**config.mk**
```make
export PLATFORM = sky130hd
export DESIGN_NAME = icache
export DESIGN_NICKNAME = d
export VERILOG_FILES = /design/src/rtl/icache.sv
export SDC_FILE = /design/constraint.sdc
export NUM_CORES = 1
export LEC_CHECK = 0
export CAP_MARGIN = 25
export CORE_MARGIN = 4
export CORE_UTILIZATION = 61
export DETAILED_ROUTE_END_ITERATION = 8
export GPL_TIMING_DRIVEN = 0
export PLACE_DENSITY = 0.87
export SETUP_SLACK_MARGIN = 0.3
export SYNTH_ARGS = -nofsm -noshare
export SYNTH_HDL_FRONTEND = slang
export SYNTH_SLANG_ARGS = --single-unit
```
**constraint.sdc**
```tcl
create_clock -name CLK -period 5.05 [get_ports CLK]
set_input_delay 1.01 -clock CLK [delete_from_list [all_inputs] [get_ports CLK]]
set_output_delay 1.01 -clock CLK [all_outputs]
set_load 0.1 [all_outputs]
```
**src/rtl/icache.sv**
```systemverilog
// Direct-mapped, read-only instruction cache with single-word refill and hit/miss counters.
// Hits are combinational; a miss latches its address and refills over the iREN/iwait handshake.
module icache #(
  parameter int unsigned IDX_W = 4,
  parameter int unsigned TAG_W = 26
) (
  input  logic        CLK,
  input  logic        nRST,
  input  logic        imemREN,
  input  logic [31:0] imemaddr,
  input  logic        halt,
  output logic        ihit,
  output logic [31:0] imemload,
  output logic        iREN,
  output logic [31:0] iaddr,
  input  logic        iwait,
  input  logic [31:0] iload,
  output logic [31:0] hit_count,
  output logic [31:0] miss_count
);

  localparam int unsigned FRAMES = 1 << IDX_W;

  typedef enum logic {IDLE, FETCH} state_t;

  state_t state, state_next;

  logic             valid [FRAMES];
  logic [TAG_W-1:0] tags  [FRAMES];
  logic [31:0]      data  [FRAMES];

  // Word address of the outstanding miss; byte offset is never needed.
  logic [31:2]      miss_addr;

  logic [IDX_W-1:0] idx, miss_idx;
  logic [TAG_W-1:0] tag, miss_tag;
  logic             hit, start_miss, fill;
  logic             unused_addr_bits;

  assign idx              = imemaddr[IDX_W+1:2];
  assign tag              = imemaddr[31:IDX_W+2];
  assign miss_idx         = miss_addr[IDX_W+1:2];
  assign miss_tag         = miss_addr[31:IDX_W+2];
  assign unused_addr_bits = ^imemaddr[1:0];

  assign hit      = imemREN && !halt && (state == IDLE) && valid[idx] && (tags[idx] == tag);
  assign ihit     = hit;
  assign imemload = hit ? data[idx] : '0;
  assign iREN     = (state == FETCH);
  assign iaddr    = (state == FETCH) ? {miss_addr, 2'b00} : '0;

  always_comb begin
    state_next = state;
    start_miss = 1'b0;
    fill       = 1'b0;
    unique case (state)
      IDLE: begin
        if (imemREN && !halt && !hit) begin
          start_miss = 1'b1;
          state_next = FETCH;
        end
      end
      FETCH: begin
        if (!iwait) begin
          fill       = 1'b1;
          state_next = IDLE;
        end
      end
    endcase
  end

  always_ff @(posedge CLK or negedge nRST) begin
    if (!nRST) begin
      state      <= IDLE;
      miss_addr  <= '0;
      hit_count  <= '0;
      miss_count <= '0;
    end else begin
      state <= state_next;
      if (start_miss) begin
        miss_addr <= imemaddr[31:2];
        if (miss_count != '1) miss_count <= miss_count + 32'd1;
      end
      if (hit && hit_count != '1) hit_count <= hit_count + 32'd1;
    end
  end

  always_ff @(posedge CLK or negedge nRST) begin
    if (!nRST) begin
      for (int unsigned i = 0; i < FRAMES; i++) begin
        valid[i] <= 1'b0;
        tags[i]  <= '0;
        data[i]  <= '0;
      end
    end else if (fill) begin
      valid[miss_idx] <= 1'b1;
      tags[miss_idx]  <= miss_tag;
      data[miss_idx]  <= iload;
    end
  end

endmodule

```
==> impl_metrics.yaml <==
logic_synthesis:
  avgSynthCellArea_um2: 15.47
  ys_warn_count: 0
  async_flop_share: 1.000
  yosysMostFrequentCell: "dfrtp_1"
  syn_area_um2: 47640
  netlist_top_cells_count: "dfrtp_1 (1,039), mux2_2 (968), mux4_2 (244)"
  netlist.area_leader.share: 0.5457
  yosysTopAreaCell: "dfrtp_1"
  syn_inst: 3079
  ys_ff_latch: 1039
  ys_seq_area_frac: 0.5457
  ys_top_cells_by_area: "dfrtp_1 (55%), mux2_2 (23%), mux4_2 (12%)"
  yosysUniqueCellTypes: 71
  synth_edf_count: 0
  ys.flop_type: "dfrtp_1"
status:
  violations: "setup timing"
  status: "finished with violations"
clock_network:
  ctsHoldBuffers: 0
  cts_tree: "done"
  cts_num_sinks: 1039
  cts.path.max_buffers: 3
  clk_pin_slew_ns: 0.06
  cts-buffers-inserted: 107
  h-tree-depth: 3
  insertion_delay_ns: 0.68
  root_buffer: "clkbuf_16"
power_and_ir_drop:
  seq_power_share: 0.467
  pwr_density_cell_nw_per_um2: 494.3
  pwr-share-comb: 0.243
  clkPwrFrac: 0.290
  swShare: 0.2860
  vdd_drop_max_mv: 0.3026
  p_switching_uw: 8009
  p_int_uw: 19990
  p_leak_uw: 0.02595
floorplan:
  num_io_pins: 199
  initial_core_util: 0.6150
  die_x_um: 287.5
  dieHeight_um: 287.5
  core.rowCount: 102
  coreArea_um2: 77470
  die_area_um2: 82640
setup_path:
  critPathKind: "in -> out"
  critical_path_arrival_ns: 4.08
  path_common_cell: "buf_12"
  critPathSlowestCell: "nor4_4"
  start_kind: "primary input"
  critPathRequiredTime_ns: 4.04
  crit_path_max_fanout: 10
  cp.buffers_inverters: 7
  crit_path_cell_trace: "buf_16 > buf_12 > buf_16 > buf_12 > mux4_2 > mux2i_2 > xnor2_2 > mux2i_1 > nand4_1 > nor4_4 > buf_6 > clkbuf_16 > and3_4 > buf_12"
  slowest_delay_ns: 0.37
  cpLargestDelayFamily: "buffers and inverters"
  end_kind: "output pin"
sta:
  rsz0062_at_grt: "yes"
  setup_tns_ns: -0.08805
  setup_ws_ns: -0.03817
  slew_headroom: 0.1656
  min_period_ns: 5.088
  timing.fmax_mhz: 196.5
  slew_violations: 0
  hold_violations: 0
  clock_skew_ns: 0.02095
  fin_crit_sh: 1.008
  worst_slew_pin_slew_ns: 1.252
  setup_violations: 9
place:
  place_inst: 4326
  gp_congestion: 0.8940
  portBuffers: 191
  pre_cts_ws_ns: -2.435
  place_hpwl_mm: 88.15
drt:
  drcViolationCount: 0
  drt-pass1-iter-count: 5
  via_count: 30650
  totalWireLength_mm: 137.5
  drtAntennaViolNets: 0
  via_per_inst: 6.716
  wl_per_cell_um: 30.13
  drt_iter0_drc: 2767
global_routing:
  grt_max_degree: 132
  first_global_vias: 33360
  grt_overflow: 0
  antenna_found_initial: 6
  grt.total_usage: 0.3354
  grt_pass1_wl_mm: 208.0
cells_and_area:
  finalNetCount: 3512
  drive_gt1_frac: 0.4717
  synthToLayoutAreaGrowth_pct: 18.91
  layout.cells.non_filler: 4564
min_path:
  hp-class: "in -> async"
job:
  cap_violations: 0
[power groups by stage]
stage | logic [uW] | clock network [uW] | registers (uW)
after floorplan | 4860 | 0 | 12500
after global placement | 6090 | 0 | 12800
after detailed placement | 6470 | 0 | 13000
after CTS | 6710 | 8130 | 12900
after global routing | 7230 | 8500 | 13300
final | 6800 | 8120 | 13100
[per-stage QoR]
step	power, uW	util	hold WS [ns]	instance area (um^2)
floorplan	17400	-	0.4287	47710
global placement	18940	0.6574	0.4451	50920
detailed placement	19490	0.6616	0.4497	51250
CTS	27770	0.7286	0.1887	56440
global route	29030	0.7312	0.1969	56640
finish	28000	0.7313	0.1948	56650
[worst register-to-register path, cell delays in order, from the launching register on]
cell and delay, ns:
dfrtp_1 0.72, nand2b_1 0.19, nor3b_1 0.49, nor2b_1 0.22
clkbuf_1 0.57, buf_1 0.80, buf_1 0.61, mux2_2 0.43
[per-layer routing]
metal  wire [um]  vias up  track usage
li1            -    12150            -
met1       49090    16190       0.4164
met2       66530     1778       0.5380
met3       13000      533      0.09058
met4        8866        6       0.1885
met5          42        -            0
[cells in the final DEF, fill, tap and decap left out, types with 6 or more instances in the layout]
master,count
nand3_1,35
a21oi_1,6
buf_16,13
nand4_1,18
xor2_1,37
nor4_1,8
clkbuf_16,115
clkbuf_1,122
and3_2,6
and3_4,26
buf_1,68
buf_6,22
nand2b_1,15
clkbuf_8,36
mux2_2,968
bufinv_16,9
clkdlybuf4s50_1,156
buf_4,42
and2_1,35
clkinvlp_4,6
nor3_1,20
nor2b_1,11
mux4_2,244
mux2i_1,61
nand2_1,46
buf_12,53
clkinv_2,20
a211oi_1,13
and4_1,7
nor4_2,9
dfrtp_1,1039
nor2_1,19
xnor2_1,43
inv_1,17
and3_1,11
buf_8,18
a22oi_1,17
or2_2,8
xnor2_2,10
[cell families after synthesis]
kind of cell | Yosys count | share of synthesized area
simple gates | 313 | 0.03958
other cells | 1 | 0.00007871
xor+xnor | 90 | 0.01686
buf+inv | 280 | 0.02624
flops | 1039 | 0.5457
mux | 1278 | 0.3584
compound gates | 76 | 0.01263
fa+ha+maj | 2 | 0.0005252
[state kept, by name, indices dropped and copies added (netlist names)]
register / count
iREN: 1
tags: 416
valid: 16
miss_addr: 30
data: 512
hit_count: 32
miss_count: 32
[what timing repair did]
action	4_1_cts	5_1_grt
endpoints found under the setup margin	103	33
cloned	5	1
buffers inserted	28	10
pin swaps	17	6
resized for setup	533	14
[path summary, 6_finish.rpt]
| check | from | to | slack, ns | cells after the start |
|---|---|---|---|---|
| setup reg to reg | iREN | data[60] | 0.90 | 7 |
| max in group asynchronous | nRST | data[106] | 1.92 | 6 |
| hold reg to reg | valid[9] | valid[9] | 0.46 | 1 |
| min in group CLK | valid[9] | valid[9] | 0.46 | 1 |
| hold / removal | nRST | tags[373] | 0.19 | 1 |
| setup / recovery | imemaddr[4] | imemload[21] | -0.04 | 14 |
[area by class of cell]
class | count | area [um^2]
multi-input cells | 1761 | 20730
plain buffers | 259 | 1795
clock inverters | 41 | 493.0
inverters | 21 | 86.33
flip-flops and latches | 1039 | 26000
diodes | 3 | 7.507
well taps | 1040 | 1301
clock buffers | 148 | 3126
fillers | 4390 | 20820
repair buffers | 252 | 3113
Power figures use the tool's default switching activity.
